$ cat config.mk
export PLATFORM = sky130hd
export DESIGN_NAME = hidden_layer_seq_flat
export DESIGN_NICKNAME = d
export VERILOG_FILES = /design/src/rtl/nn_pkg.sv /design/src/rtl/hidden_layer_seq_if.sv /design/src/rtl/nn_mac_acc.sv /design/src/rtl/hidden_layer_seq.sv /design/src/flat_wrapper.sv
export SDC_FILE = /design/constraint.sdc
export NUM_CORES = 1
export LEC_CHECK = 0
export ABC_CLOCK_PERIOD_IN_PS = 6800
export CAP_MARGIN = 10
export CELL_PAD_IN_SITES_DETAIL_PLACEMENT = 0
export CELL_PAD_IN_SITES_GLOBAL_PLACEMENT = 1
export CORE_ASPECT_RATIO = 1.25
export CORE_MARGIN = 2
export CORE_UTILIZATION = 47
export CTS_BUF_LIST = sky130_fd_sc_hd__clkbuf_8
export CTS_CLUSTER_DIAMETER = 40
export DETAILED_ROUTE_END_ITERATION = 10
export PLACE_DENSITY = 0.8
export SKIP_CTS_REPAIR_TIMING = 1
export SYNTH_ARGS = -nofsm -noshare
export SYNTH_HDL_FRONTEND = slang
export SYNTH_SLANG_ARGS = --single-unit
$ cat constraint.sdc
create_clock -name clk -period 6.8 [get_ports clk]
set_input_delay 1.36 -clock clk [delete_from_list [all_inputs] [get_ports clk]]
set_output_delay 1.36 -clock clk [all_outputs]
set_load 0.1 [all_outputs]
$ cat src/rtl/nn_pkg.sv
// rtl/nn_pkg.sv - shared constants, FSM state type and activation helper for the nn sequencers
// Purpose: default layer geometry and arithmetic widths, the sequencer state enum,
//          an address-width helper and the ReLU+saturate activation used by both layers.
// Ports:   none (package).
package nn_pkg;

  localparam int N_INPUT  = 784;
  localparam int N_HIDDEN = 30;
  localparam int DATA_W   = 8;
  localparam int FRAC     = 7;
  localparam int ACC_W    = 24;

  // Largest positive activation, 2^(DATA_W-1)-1.
  localparam int OUT_MAX  = (1 << (DATA_W - 1)) - 1;

  typedef enum logic [2:0] {IDLE, MAC, BIAS, OUT, DONE} state_t;

  // Index width for a table of n entries; never below one bit.
  function automatic int addr_w(input int n);
    return (n > 1) ? $clog2(n) : 1;
  endfunction

  // Negative sums become 0; positive sums are rescaled by >>>FRAC and clamped.
  function automatic logic [DATA_W-1:0] relu_sat(input logic signed [ACC_W-1:0] acc);
    logic signed [ACC_W-1:0] shifted;
    shifted = acc >>> FRAC;
    if (acc < 0)
      return '0;
    if (shifted > ACC_W'(OUT_MAX))
      return DATA_W'(OUT_MAX);
    return shifted[DATA_W-1:0];
  endfunction

endpackage

$ cat src/rtl/hidden_layer_seq_if.sv
// rtl/hidden_layer_seq_if.sv - activation stream between the hidden layer and its consumer
// Purpose: valid/ready stream carrying one activation and its neuron index per transfer.
// Ports:   out_valid  master->slave  activation available
//          out_ready  slave->master  consumer accepts when out_valid && out_ready
//          out_idx    master->slave  neuron index of out_data
//          out_data   master->slave  activation value
interface hidden_layer_seq_if #(
  parameter int DATA_W = nn_pkg::DATA_W,
  parameter int IDX_W  = 5
);

  logic              out_valid;
  logic              out_ready;
  logic [IDX_W-1:0]  out_idx;
  logic [DATA_W-1:0] out_data;

  modport master (
    output out_valid,
    output out_idx,
    output out_data,
    input  out_ready
  );

  modport slave (
    input  out_valid,
    input  out_idx,
    input  out_data,
    output out_ready
  );

endinterface

$ cat src/rtl/nn_mac_acc.sv
// rtl/nn_mac_acc.sv - signed multiply-accumulate register with clear, step and bias controls
// Purpose: holds the neuron accumulator; en adds a*b, add_bias adds bias<<<FRAC,
//          clear zeroes it (clear wins over the others, add_bias over en).
// Ports:   clk, rst_n       clock, asynchronous active-low reset
//          clear            zero the accumulator
//          en               acc += sext(a)*sext(b)
//          add_bias         acc += sext(bias)<<<FRAC
//          a, b, bias       signed operands
//          acc_bias         combinational acc + (bias<<<FRAC), so the caller can
//                           register the activation in the same cycle the bias lands
module nn_mac_acc
  import nn_pkg::*;
(
  input  logic                     clk,
  input  logic                     rst_n,
  input  logic                     clear,
  input  logic                     en,
  input  logic                     add_bias,
  input  logic signed [DATA_W-1:0] a,
  input  logic signed [DATA_W-1:0] b,
  input  logic signed [DATA_W-1:0] bias,
  output logic signed [ACC_W-1:0]  acc_bias
);

  logic signed [ACC_W-1:0]    acc;
  logic signed [2*DATA_W-1:0] prod;
  logic signed [ACC_W:0]      acc_x;
  logic signed [ACC_W:0]      prod_x;
  logic signed [ACC_W:0]      bias_x;
  logic signed [ACC_W:0]      mac_sum;
  logic signed [ACC_W:0]      bias_sum;

  assign prod     = (2*DATA_W)'(a) * (2*DATA_W)'(b);
  assign acc_x    = (ACC_W+1)'(acc);
  assign prod_x   = (ACC_W+1)'(prod);
  assign bias_x   = (ACC_W+1)'(bias) <<< FRAC;
  // One guard bit: the sum overflowed ACC_W iff the top two bits disagree.
  assign mac_sum  = acc_x + prod_x;
  assign bias_sum = acc_x + bias_x;
  assign acc_bias = bias_sum[ACC_W-1:0];

  always_ff @(posedge clk or negedge rst_n) begin
    if (!rst_n) begin
      acc <= '0;
    end else if (clear) begin
      acc <= '0;
    end else if (add_bias) begin
      assert (bias_sum[ACC_W] == bias_sum[ACC_W-1]);
      acc <= bias_sum[ACC_W-1:0];
    end else if (en) begin
      assert (mac_sum[ACC_W] == mac_sum[ACC_W-1]);
      acc <= mac_sum[ACC_W-1:0];
    end
  end

endmodule

$ cat src/rtl/hidden_layer_seq.sv
// rtl/hidden_layer_seq.sv - hidden-layer sequencer: MAC over inputs, bias, ReLU+sat, stream out
// Purpose: for each neuron n walks inputs i, accumulates in*w, adds bias, and streams
//          the 8-bit activation with its index; done pulses after the last accept.
// Ports:   clk, rst_n          clock, asynchronous active-low reset
//          start / busy / done pass control and status
//          in_addr, in_data    input buffer index i and its combinational read
//          w_addr, w_data      weight ROM index n*N_INPUT+i and its combinational read
//          bias_idx, bias_data bias ROM select n and its combinational read
//          out_if              activation stream (master side)
module hidden_layer_seq
  import nn_pkg::*;
#(
  parameter  int N_INPUT  = nn_pkg::N_INPUT,
  parameter  int N_HIDDEN = nn_pkg::N_HIDDEN,
  localparam int IN_AW    = addr_w(N_INPUT),
  localparam int W_AW     = addr_w(N_INPUT * N_HIDDEN),
  localparam int IDX_W    = addr_w(N_HIDDEN)
)(
  input  logic                     clk,
  input  logic                     rst_n,
  input  logic                     start,
  output logic                     busy,
  output logic                     done,
  output logic [IN_AW-1:0]         in_addr,
  output logic [W_AW-1:0]          w_addr,
  input  logic signed [DATA_W-1:0] in_data,
  input  logic signed [DATA_W-1:0] w_data,
  output logic [IDX_W-1:0]         bias_idx,
  input  logic signed [DATA_W-1:0] bias_data,
  hidden_layer_seq_if.master       out_if
);

  state_t                  state;
  logic [IN_AW-1:0]        i_q;
  logic [IDX_W-1:0]        n_q;
  logic [W_AW-1:0]         w_base;
  logic [W_AW-1:0]         w_addr_q;
  logic                    out_valid_q;
  logic [IDX_W-1:0]        out_idx_q;
  logic [DATA_W-1:0]       out_data_q;
  logic signed [ACC_W-1:0] acc_bias;
  logic                    last_i;
  logic                    last_n;
  logic                    accept;
  logic                    acc_clear;

  assign last_i    = (i_q == IN_AW'(N_INPUT - 1));
  assign last_n    = (n_q == IDX_W'(N_HIDDEN - 1));
  assign accept    = (state == OUT) && out_if.out_ready;
  // Zero the accumulator on entry to the first neuron and between neurons.
  assign acc_clear = ((state == IDLE) && start) || (accept && !last_n);

  assign in_addr          = i_q;
  assign w_addr           = w_addr_q;
  assign bias_idx         = n_q;
  assign out_if.out_valid = out_valid_q;
  assign out_if.out_idx   = out_idx_q;
  assign out_if.out_data  = out_data_q;

  nn_mac_acc u_mac (
    .clk      (clk),
    .rst_n    (rst_n),
    .clear    (acc_clear),
    .en       (state == MAC),
    .add_bias (state == BIAS),
    .a        (in_data),
    .b        (w_data),
    .bias     (bias_data),
    .acc_bias (acc_bias)
  );

  always_ff @(posedge clk or negedge rst_n) begin
    if (!rst_n) begin
      state       <= IDLE;
      i_q         <= '0;
      n_q         <= '0;
      w_base      <= '0;
      w_addr_q    <= '0;
      busy        <= 1'b0;
      done        <= 1'b0;
      out_valid_q <= 1'b0;
      out_idx_q   <= '0;
      out_data_q  <= '0;
    end else begin
      done <= 1'b0;
      case (state)
        IDLE: begin
          if (start) begin
            state    <= MAC;
            busy     <= 1'b1;
            i_q      <= '0;
            n_q      <= '0;
            w_base   <= '0;
            w_addr_q <= '0;
          end
        end
        MAC: begin
          if (last_i) begin
            // Park addresses at i=0 of this neuron while bias and output run.
            i_q      <= '0;
            w_addr_q <= w_base;
            state    <= BIAS;
          end else begin
            i_q      <= i_q + IN_AW'(1);
            w_addr_q <= w_addr_q + W_AW'(1);
          end
        end
        BIAS: begin
          out_data_q  <= relu_sat(acc_bias);
          out_idx_q   <= n_q;
          out_valid_q <= 1'b1;
          state       <= OUT;
        end
        OUT: begin
          if (out_if.out_ready) begin
            out_valid_q <= 1'b0;
            if (last_n) begin
              state <= DONE;
              busy  <= 1'b0;
              done  <= 1'b1;
            end else begin
              n_q      <= n_q + IDX_W'(1);
              w_base   <= w_base + W_AW'(N_INPUT);
              w_addr_q <= w_base + W_AW'(N_INPUT);
              state    <= MAC;
            end
          end
        end
        DONE: begin
          state    <= IDLE;
          n_q      <= '0;
          w_base   <= '0;
          w_addr_q <= '0;
        end
        default: state <= IDLE;
      endcase
    end
  end

endmodule

$ cat src/flat_wrapper.sv
// flat-port wrapper written by rule: the top's interface ports become plain ports
module hidden_layer_seq_flat import nn_pkg::*;
#(
  parameter  int N_INPUT  = nn_pkg::N_INPUT,
  parameter  int N_HIDDEN = nn_pkg::N_HIDDEN,
  localparam int IN_AW    = addr_w(N_INPUT),
  localparam int W_AW     = addr_w(N_INPUT * N_HIDDEN),
  localparam int IDX_W    = addr_w(N_HIDDEN)
)
  (clk, rst_n, start, busy, done, in_addr, w_addr, in_data, w_data, bias_idx, bias_data, out_if_out_valid, out_if_out_idx, out_if_out_data, out_if_out_ready);
  hidden_layer_seq_if #(.DATA_W(8), .IDX_W((5))) out_if_i ();
  input  logic clk;
  input  logic rst_n;
  input  logic start;
  output logic busy;
  output logic done;
  output logic [IN_AW-1:0] in_addr;
  output logic [W_AW-1:0] w_addr;
  input  logic signed [DATA_W-1:0] in_data;
  input  logic signed [DATA_W-1:0] w_data;
  output logic [IDX_W-1:0] bias_idx;
  input  logic signed [DATA_W-1:0] bias_data;
  output wire logic [$bits(out_if_i.out_valid)-1:0] out_if_out_valid;
  output wire logic [$bits(out_if_i.out_idx)-1:0] out_if_out_idx;
  output wire logic [$bits(out_if_i.out_data)-1:0] out_if_out_data;
  input wire logic [$bits(out_if_i.out_ready)-1:0] out_if_out_ready;
  assign out_if_out_valid = out_if_i.out_valid;
  assign out_if_out_idx = out_if_i.out_idx;
  assign out_if_out_data = out_if_i.out_data;
  assign out_if_i.out_ready = out_if_out_ready;
  hidden_layer_seq #(.N_INPUT(N_INPUT), .N_HIDDEN(N_HIDDEN)) u_core (.clk(clk), .rst_n(rst_n), .start(start), .busy(busy), .done(done), .in_addr(in_addr), .w_addr(w_addr), .in_data(in_data), .w_data(w_data), .bias_idx(bias_idx), .bias_data(bias_data), .out_if(out_if_i));
endmodule
Word-level counts from Yosys, hierarchy flattened
Cells that the tools add are included.
{"block": "word_totals", "ff_bits": 88, "word_cells": 88, "out_inout_bits": 46, "in_bits": 28}
{"block": "op_classes", "n_eq_ne": 11, "n_lt_le_gt_ge": 2, "n_mul": 1, "addsub": 6, "n_mux": 39, "reduce_logical": 18}
{"cell": "$mux W24", "count": 3}
{"cell": "$mux W15", "count": 4}
{"cell": "$pmux W15 S4", "count": 1}
{"cell": "$pmux W15 S3", "count": 1}
{"cell": "$mux W8", "count": 4}
{"cell": "$add A24 B15 Y24", "count": 1}
{"cell": "$add A24 B16 Y24", "count": 1}
{"cell": "$lt A24 B1 Y1 const B", "count": 1}
{"cell": "$mux W10", "count": 2}
{"cell": "$pmux W10 S2", "count": 1}
{"cell": "$gt A17 B8 Y1 const B", "count": 1}
{"cell": "$mul A8 B8 Y16", "count": 1}
{"cell": "$add A15 B1 Y15 const B", "count": 1}
{"cell": "$add A15 B10 Y15 const B", "count": 1}
{"cell": "$mux W5", "count": 3}
{"cell": "$pmux W5 S3", "count": 1}
{"cell": "$mux W1", "count": 12}
{"cell": "$mux W3", "count": 4}
{"cell": "$pmux W3 S4", "count": 1}
{"cell": "$reduce_and A4 Y1", "count": 3}
{"cell": "$add A10 B1 Y10 const B", "count": 1}
{"cell": "$eq A10 B10 Y1 const B", "count": 1}
{"cell": "$eq A3 B2 Y1 const B", "count": 2}
{"cell": "$ne A2 B2 Y1 const B", "count": 3}
{"cell": "15 further kinds", "count": 23}

Longest topological paths before layout
Gate-level depths: netlist of the first run.
{"block": "depth", "word_depth": 8, "ltp_mapped": 21, "depth_no_buf": 20}

Modules after synthesis
From an unflattened synthesis of the first run, not the netlist that was laid out.
{"block": "hier_totals", "hier_cells": 1027, "hier_area_um2": 9303.9}
{"mod": "nn_mac_acc", "cells_per_inst": 654, "seq_area_each_um2": 600.6, "area_each_um2": 6063.3, "instances": 1}
{"mod": "hidden_layer_seq", "cells_per_inst": 373, "seq_area_each_um2": 1501.4, "area_each_um2": 3240.6, "instances": 1}

Worst setup path before layout of the first run
No wires, ideal clock.
{"block": "synth_path", "path_type": "in2reg", "from": "input w_data[1]", "to": "register u_core.u_mac.acc[23]", "t_required_ns": 6.676, "arrival_time_ns": 6.603, "path_buffers": 1, "cell_stages": 16, "path_slack_ns": 0.073, "setup_ns": 0.124, "cell_sequence": "clkbuf_1 and2_1 fa_1 fa_1 fa_1 fa_1 ha_1 ha_1 a21oi_1 o211ai_1 a221oi_1 o31ai_1 o31a_1 mux2i_1 o21ai_0 a211o_1"}
{"block": "synth_between", "elab_chain_len": 5}
{"element": "start: declaration", "line_no": "flat_wrapper.sv:20", "text": "input logic signed [DATA_W-1:0] w_data;"}
{"element": "$mul A8 B8 Y16", "line_no": "nn_mac_acc.sv:33", "text": "assign prod = (2*DATA_W)'(a) * (2*DATA_W)'(b);"}
{"element": "$add A24 B16 Y24", "line_no": "nn_mac_acc.sv:38", "text": "assign mac_sum = acc_x + prod_x;"}
{"element": "$mux W24", "line_no": "nn_mac_acc.sv:50", "text": "end else if (en) begin"}
{"element": "$mux W24", "line_no": "nn_mac_acc.sv:47", "text": "end else if (add_bias) begin"}
{"element": "$mux W24", "line_no": "nn_mac_acc.sv:45", "text": "end else if (clear) begin"}
{"element": "end signal: assignment", "line_no": "nn_mac_acc.sv:49", "text": "acc <= bias_sum[ACC_W-1:0];"}
{"element": "end signal: assignment", "line_no": "nn_mac_acc.sv:52", "text": "acc <= mac_sum[ACC_W-1:0];"}
{"element": "end: declaration", "line_no": "nn_mac_acc.sv:25", "text": "logic signed [ACC_W-1:0] acc;"}
Every way passes these cells. The select of a mux whose other input is x is not followed.
A chain may end at the register's enable or synchronous reset.

Worst setup path after layout of the first run
{"block": "layout_path", "from": "input w_data[3]", "to": "register u_core.u_mac.acc[20]"}
Same word-level chain as after synthesis.

==> flow_metrics.env, run 1 <==
export IMPL_synth_seq_cells=84
export IMPL_antenna_found_initial=0
export IMPL_maxCapViolations=0
export IMPL_avgSynthCellArea_um2=9.10
export IMPL_status="completed"
export IMPL_grt_pass1_wl_um=37200
export IMPL_pre_cts_ws_ps=-296
export IMPL_grt_max_degree=62
export IMPL_fin_nets=1331
export IMPL_drc=0
export IMPL_vias_per_cell=5.33
export IMPL_rsz0062_at_grt="false"
export IMPL_core_um2=18800
export IMPL_ioPinCount=74
export IMPL_crit_fanout=7
export IMPL_hold_viol_final=0
export IMPL_die_x_um=128
export IMPL_cts_tree="built"
export IMPL_wl_per_cell_um=15.6
export IMPL_worstSetupPathType="input pin to flip-flop"
export IMPL_nFillCells=1753
export IMPL_gp_congestion=0.835
export IMPL_placement_rows=56
export IMPL_final_cell_mix="110 x inv_1, 110 x nand2_1, 105 x fa_1"
export IMPL_io_buffers=73
export IMPL_h_tree_depth=3
export IMPL_fmax_mhz=154
export IMPL_numCtsBuffers=9
export IMPL_die_area_um2=20400
export IMPL_clock_skew_ps=18.4
export IMPL_clkLatencyLatePin_ps=380
export IMPL_cp_end_kind="flip-flop"
export IMPL_worstPathRequired_ps=7040
export IMPL_fin_ws_ps=315
export IMPL_async_reset_ff_share_pct=100
export IMPL_tightestPinTransition_ps=1050
export IMPL_cts_sinks=84
export IMPL_cts_root_buf="clkbuf_8"
export IMPL_hold_class="flip-flop to flip-flop"
export IMPL_slew_limit_headroom_pct=29.8
export IMPL_first_global_vias=7512
export IMPL_ant_nets=0
export IMPL_grt_usage_pct=22.3
export IMPL_syn_area_um2=9060
export IMPL_diodes=0
export IMPL_synth_fp_nets=1204
export IMPL_setup_violations_final=0
export IMPL_path_clk_slew_ps=90
export IMPL_cp_start_kind="input pin"
export IMPL_ys_warn_count=0
export IMPL_drt_pass1_iter_count=4
export IMPL_ys_types=67
export IMPL_start_util_pct=48.1
export IMPL_overflow=0
export IMPL_hpwl_um=17100
export IMPL_ys_flop_type="dfrtp_1"
export IMPL_drive_gt1_share_pct=9.40
export IMPL_synth_edf_count=0
export IMPL_die_h_um=159
export IMPL_area_growth_pct=18.4
export IMPL_first_iter_violations=276
export IMPL_synth_seq_area_share_pct=23.2
export IMPL_drt_total_wl_um=21200
export IMPL_period_share_pct=95.4
export IMPL_cts_max_path_buffers=2
export IMPL_drv_slew=0
export IMPL_arrival_ps=6730
export IMPL_synth_cells=996
export IMPL_period_needed_ps=6490
export IMPL_num_vias=7244
[final timing paths]
kind	slack [ps]	from	cells after the start	endpoint
setup / recovery	310	w_data[3]	18	u_core.u_mac.acc[20]
hold / removal	480	u_core.out_if.out_idx[4]	2	u_core.out_if.out_idx[4]
setup reg to reg	1600	u_core.u_mac.acc[6]	19	u_core.u_mac.acc[20]
hold reg to reg	480	u_core.out_if.out_idx[4]	2	u_core.out_if.out_idx[4]
max in group asynchronous	4800	rst_n	2	u_core.w_addr[1]
min in group asynchronous	870	rst_n	1	u_core.u_mac.acc[2]
[critical path, stage by stage]
cell,delay (ps)
clkdlybuf4s50_1,620
nand2_1,130
fa_1,480
fa_1,500
inv_1,60
fa_1,510
fa_1,580
fa_1,430
ha_1,350
o21a_1,190
o31a_1,130
o31ai_2,250
o21ai_0,160
a211oi_1,290
buf_4,170
nor2_1,30
a2111oi_0,390
o31ai_1,100
[logic make-up (layout without fill, tap and decap cells)]
kind of cell	after synthesis	in the layout	synth area share [%]
XOR/XNOR	48	48	4.72
AO/OA/AOI/OAI	241	241	16.4
adder cells (fa/ha/maj)	180	180	33.5
multiplexers	5	5	0.580
flip-flops	84	84	23.2
AND/OR/NAND/NOR	300	300	15.7
buffers and inverters	138	270	5.84
[flip-flops by register name, summed over array words and instances (netlist names), 3 cells and up]
register,count
u_core.w_base,11
u_core.w_addr,15
u_core.u_mac.acc,24
u_core.out_if.out_data,8
u_core.state,3
u_core.in_addr,10
u_core.bias_idx,5
u_core.out_if.out_idx,5
[per-stage QoR]
| step | cell area [um2] | TNS, ps | util, % | hold slack [ps] | instances |
|---|---|---|---|---|---|
| floorplan | 9060 | 0 | - | 491 | 996 |
| global placement | 10500 | -698 | 55.8 | 461 | 1344 |
| detailed placement | 10500 | -1070 | 55.8 | 463 | 1344 |
| CTS | 10700 | 0 | 56.8 | 488 | 1360 |
| global route | 10700 | 0 | 56.9 | 525 | 1360 |
| finish | 10700 | 0 | 56.9 | 483 | 1360 |
[synth_stat cells (all sizes together) (3+ instances only)]
cell	n	area share [%]
a2111oi	3	0.29
a211oi	15	1.2
a21o	8	0.68
a21oi	71	3.9
a221oi	6	0.58
a311oi	3	0.29
a31oi	8	0.55
and2	39	2.7
and3	16	1.2
buf	5	0.33
clkbuf	23	0.95
dfrtp	84	23
fa	105	23
ha	75	10
inv	109	4.5
mux2i	3	0.33
nand2	110	4.6
nand2b	4	0.28
nand3	19	1.0
nand4	8	0.55
nor2	74	3.2
nor2b	4	0.28
nor3	10	0.55
o2111ai	3	0.29
o211ai	6	0.50
o21a	7	0.58
o21ai	73	4.0
o21bai	6	0.50
o22ai	4	0.28
o31ai	6	0.50
or2	3	0.21
or3	3	0.21
xnor2	31	3.0
xor2	17	1.7
[final cells by class]
| cell class | count | area [um2] | share of cell area, % |
|---|---|---|---|
| Tap cell | 232 | 290 | 2.70 |
| Sequential cell | 84 | 2100 | 19.6 |
| Timing Repair Buffer | 144 | 1280 | 11.9 |
| Inverter | 110 | 413 | 3.85 |
| Multi-Input combinational cell | 774 | 6450 | 60.1 |
| Clock buffer | 9 | 124 | 1.15 |
| Clock inverter | 7 | 72.6 | 0.676 |
[metal layers]
layer | part of all wire (%) | vias up | global-route usage, %
li1 | - | 3633 | -
met1 | 45 | 3497 | 30.2
met2 | 51 | 102 | 38.2
met3 | 3.0 | 12 | 3.19
met4 | 0.95 | 0 | 4.35
met5 | 0 | - | 0
Power of run 1 is left out: the tool's default activity adds up to more than one toggle a clock period on the data nets, which glitch-free logic cannot reach.
==> run 2, diff against run 1 <==
--- a/config.mk
+++ b/config.mk
@@ -5,17 +5,18 @@
 export SDC_FILE = /design/constraint.sdc
 export NUM_CORES = 1
 export LEC_CHECK = 0
+export ABC_AREA = 1
 export ABC_CLOCK_PERIOD_IN_PS = 6800
 export CAP_MARGIN = 10
 export CELL_PAD_IN_SITES_DETAIL_PLACEMENT = 0
 export CELL_PAD_IN_SITES_GLOBAL_PLACEMENT = 1
 export CORE_ASPECT_RATIO = 1.25
 export CORE_MARGIN = 2
-export CORE_UTILIZATION = 47
+export CORE_UTILIZATION = 46
 export CTS_BUF_LIST = sky130_fd_sc_hd__clkbuf_8
 export CTS_CLUSTER_DIAMETER = 40
 export DETAILED_ROUTE_END_ITERATION = 10
-export PLACE_DENSITY = 0.8
+export PLACE_DENSITY = 0.81
 export SKIP_CTS_REPAIR_TIMING = 1
 export SYNTH_ARGS = -nofsm -noshare
 export SYNTH_HDL_FRONTEND = slang
==> flow_metrics.env, run 2 <==
export IMPL_status="completed"
export IMPL_die_x_um=134
export IMPL_fmax_mhz=156
export IMPL_synth_top_cells_by_count="305 x nand2_1, 234 x inv_1, 105 x fa_1"
export IMPL_cp_slowest_cell="fa_1"
export IMPL_clock_skew_ps=17.8
export IMPL_reg2reg_depth=18
export IMPL_setup_violations_final=0
export IMPL_synthAdderAreaFrac_pct=31.4
export IMPL_wl_per_cell_um=14.9
export IMPL_cp_end_kind="flip-flop"
export IMPL_gp_congestion=0.867
export IMPL_drv_slew=0
export IMPL_placement_rows=59
export IMPL_drc=0
export IMPL_synthMuxAreaShare_pct=0
export IMPL_ys_flop_type="dfrtp_1"
export IMPL_cts_root_buf="clkbuf_8"
export IMPL_vias_per_cell=5.03
export IMPL_hold_viol_final=0
export IMPL_die_h_um=166
export IMPL_final_common_cell="nand2_1"
export IMPL_synth_most_common_cell="nand2_1"
export IMPL_grt_pass1_wl_um=42400
export IMPL_critical_path_top_delay_family="adder cells"
export IMPL_synth_fp_nets=1463
export IMPL_ioPinCount=74
export IMPL_grt_usage_pct=23.7
export IMPL_hp_start="u_core.out_if.out_data[6]"
export IMPL_pre_cts_ws_ps=33.3
export IMPL_hpwl_um=19700
export IMPL_slew_limit_headroom_pct=32.0
export IMPL_h_tree_depth=3
export IMPL_period_share_pct=94.2
export IMPL_cts_sinks=84
export IMPL_core_um2=20700
export IMPL_io_buffers=73
export IMPL_synth_top_family_by_area="adder cells"
export IMPL_async_reset_ff_share_pct=100
export IMPL_grt_busiest_layer="met2"
export IMPL_synth_top_cell_area_share_pct=21.7
export IMPL_synthSimpleGateAreaFrac_pct=23.0
export IMPL_ys_warn_count=0
export IMPL_critPathBufInv=5
export IMPL_largest_reg_flops=24
export IMPL_worstSetupPathType="input pin to flip-flop"
export IMPL_tightestPinTransition_ps=1020
export IMPL_reg2reg_setup_slack_ps=2140
export IMPL_fin_nets=1537
export IMPL_hold_end="u_core.out_if.out_data[6]"
export IMPL_gr_usage_met1_pct=29.4
export IMPL_grt_max_degree=74
export IMPL_largest_register="u_core.u_mac.acc"
export IMPL_ys_types=48
export IMPL_cts_max_path_buffers=2
export IMPL_timing_rr_start="u_core.u_mac.acc[12]"
export IMPL_worstPathRequired_ps=7130
export IMPL_drt_pass1_iter_count=7
export IMPL_fin_area_um2=11000
export IMPL_yosys_area_top_type="dfrtp_1"
export IMPL_crit_fanout=8
export IMPL_syn_area_um2=9680
export IMPL_grtUsageMet2_pct=43.9
export IMPL_ys_top_cells_by_area="dfrtp_1 22%, fa_1 22%, nand2_1 12%, ha_1 9.7%, inv_1 9.1%"
export IMPL_synth_seq_cells=84
export IMPL_synth_xor_area_share_pct=2.52
export IMPL_cts_tree="built"
export IMPL_clkLatencyLatePin_ps=380
export IMPL_cp_start_kind="input pin"
export IMPL_synth_compound_area_share_pct=10.3
export IMPL_holdPathStages=2
export IMPL_num_vias=8091
export IMPL_first_global_vias=8636
export IMPL_synth_seq_area_share_pct=21.7
export IMPL_first_iter_violations=446
export IMPL_avgSynthCellArea_um2=7.72
export IMPL_dpl_cell_area_um2=10800
export IMPL_drive_gt1_share_pct=7.57
export IMPL_area_growth_pct=13.8
export IMPL_path_clk_slew_ps=100
export IMPL_final_util_pct=53.1
export IMPL_start_util_pct=46.7
export IMPL_period_needed_ps=6410
export IMPL_slowest_delay_ps=590
export IMPL_ant_nets=0
export IMPL_arrival_ps=6730
export IMPL_fin_ws_ps=391
export IMPL_final_cell_mix="305 x nand2_1, 233 x inv_1, 105 x fa_1"
export IMPL_overflow=0
export IMPL_cp_cell_sequence="clkdlybuf4s50_1 > nand2_1 > inv_1 > fa_1 > inv_1 > fa_1 > clkinvlp_4 > buf_12 > fa_1 > fa_1 > ha_1 > ha_1 > nand2_1 > nor3_1 > nand4_1 > a31o_2 > nand3_1 > nand2_1 > nand2_1"
export IMPL_antenna_found_initial=1
export IMPL_drt_total_wl_um=24100
export IMPL_worstReg2RegEnd="u_core.u_mac.acc[15]"
export IMPL_numCtsBuffers=9
export IMPL_maxCapViolations=0
export IMPL_hold_class="flip-flop to flip-flop"
export IMPL_use_met3_pct=2.08
export IMPL_die_area_um2=22200
export IMPL_synth_cells=1255
export IMPL_synth_edf_count=0
-- run 2: changes by cell type after synthesis, moves of 9 or more --
cell / change
nor2_2: +9
inv_2: +17
nand2_1: +195
and2_1: -39
a21oi_1: -13
xnor2_1: -19
inv_1: +125
nand4_1: +18
a211oi_1: -15
nand3_1: +33
nand2_2: +14
o21ai_0: -15
and3_1: -15
-- run 2: worst max path at each step --
| stage | from | endpoint | cells after the start |
|---|---|---|---|
| floorplan | w_data[2] | u_core.u_mac.acc[23] | 21 |
| global placement | in_data[7] | u_core.u_mac.acc[22] | 20 |
| detailed placement | in_data[7] | u_core.u_mac.acc[22] | 18 |
| CTS | in_data[7] | u_core.u_mac.acc[22] | 18 |
| global route | in_data[7] | u_core.u_mac.acc[23] | 21 |
| finish | in_data[7] | u_core.u_mac.acc[22] | 19 |
-- run 2: metrics by stage --
stage	cells	setup TNS, ps	hold WS, ps
CTS	1606	0	487
floorplan	1255	0	473
detailed placement	1590	0	465
global route	1609	-0.328	525
global placement	1590	0	462
finish	1609	0	490
-- run 2: final cells by class --
cell class              instances  area (um2)
flip-flops and latches         84        2100
well taps                     274         343
clock buffers                   9         124
inverters                     252         950
multi-input cells             889        6500
repair buffers                 93         891
fillers                      1999        9720
diodes                          1        2.50
clock inverters                 7         106
-- run 2: logic make-up (layout without fill, tap and decap cells) --
logic type	Yosys count	count (layout)
buffers and inverters	282	361
xor gates and xnor gates	27	27
other	0	1
DFF	84	84
and+or+nand+nor	508	508
adders and majority gates	180	180
AOI/OAI and AO/OA	174	174
-- run 2: layer usage --
layer | share of wire (%) | vias up | wire length (um)
li1 | - | 4098 | -
met1 | 42 | 3849 | 10200
met2 | 53 | 114 | 12800
met3 | 2.3 | 30 | 544
met4 | 2.2 | 0 | 527
met5 | 0 | - | 0
-- run 2: worst reg2reg max path, delay by kind of cell, from the launching register on --
| kind | cells | cell delay (ps) |
|---|---|---|
| simple gates | 2 | 120 |
| fa+ha+maj | 6 | 2640 |
| compound gates | 6 | 1030 |
| flops | 1 | 480 |
| buf+inv | 4 | 300 |
Power of run 2 is left out for the same reason.
==> run 3, diff against run 2 <==
--- a/config.mk
+++ b/config.mk
@@ -16,6 +16,8 @@
 export CTS_BUF_LIST = sky130_fd_sc_hd__clkbuf_8
 export CTS_CLUSTER_DIAMETER = 40
 export DETAILED_ROUTE_END_ITERATION = 10
+export GPL_TIMING_DRIVEN = 1
+export HOLD_SLACK_MARGIN = 0.06
 export PLACE_DENSITY = 0.81
 export SKIP_CTS_REPAIR_TIMING = 1
 export SYNTH_ARGS = -nofsm -noshare
==> results of run 3 <==
The final DEF is identical to that of run 2; final timing and power are the same.
Power of run 3 is left out for the same reason.
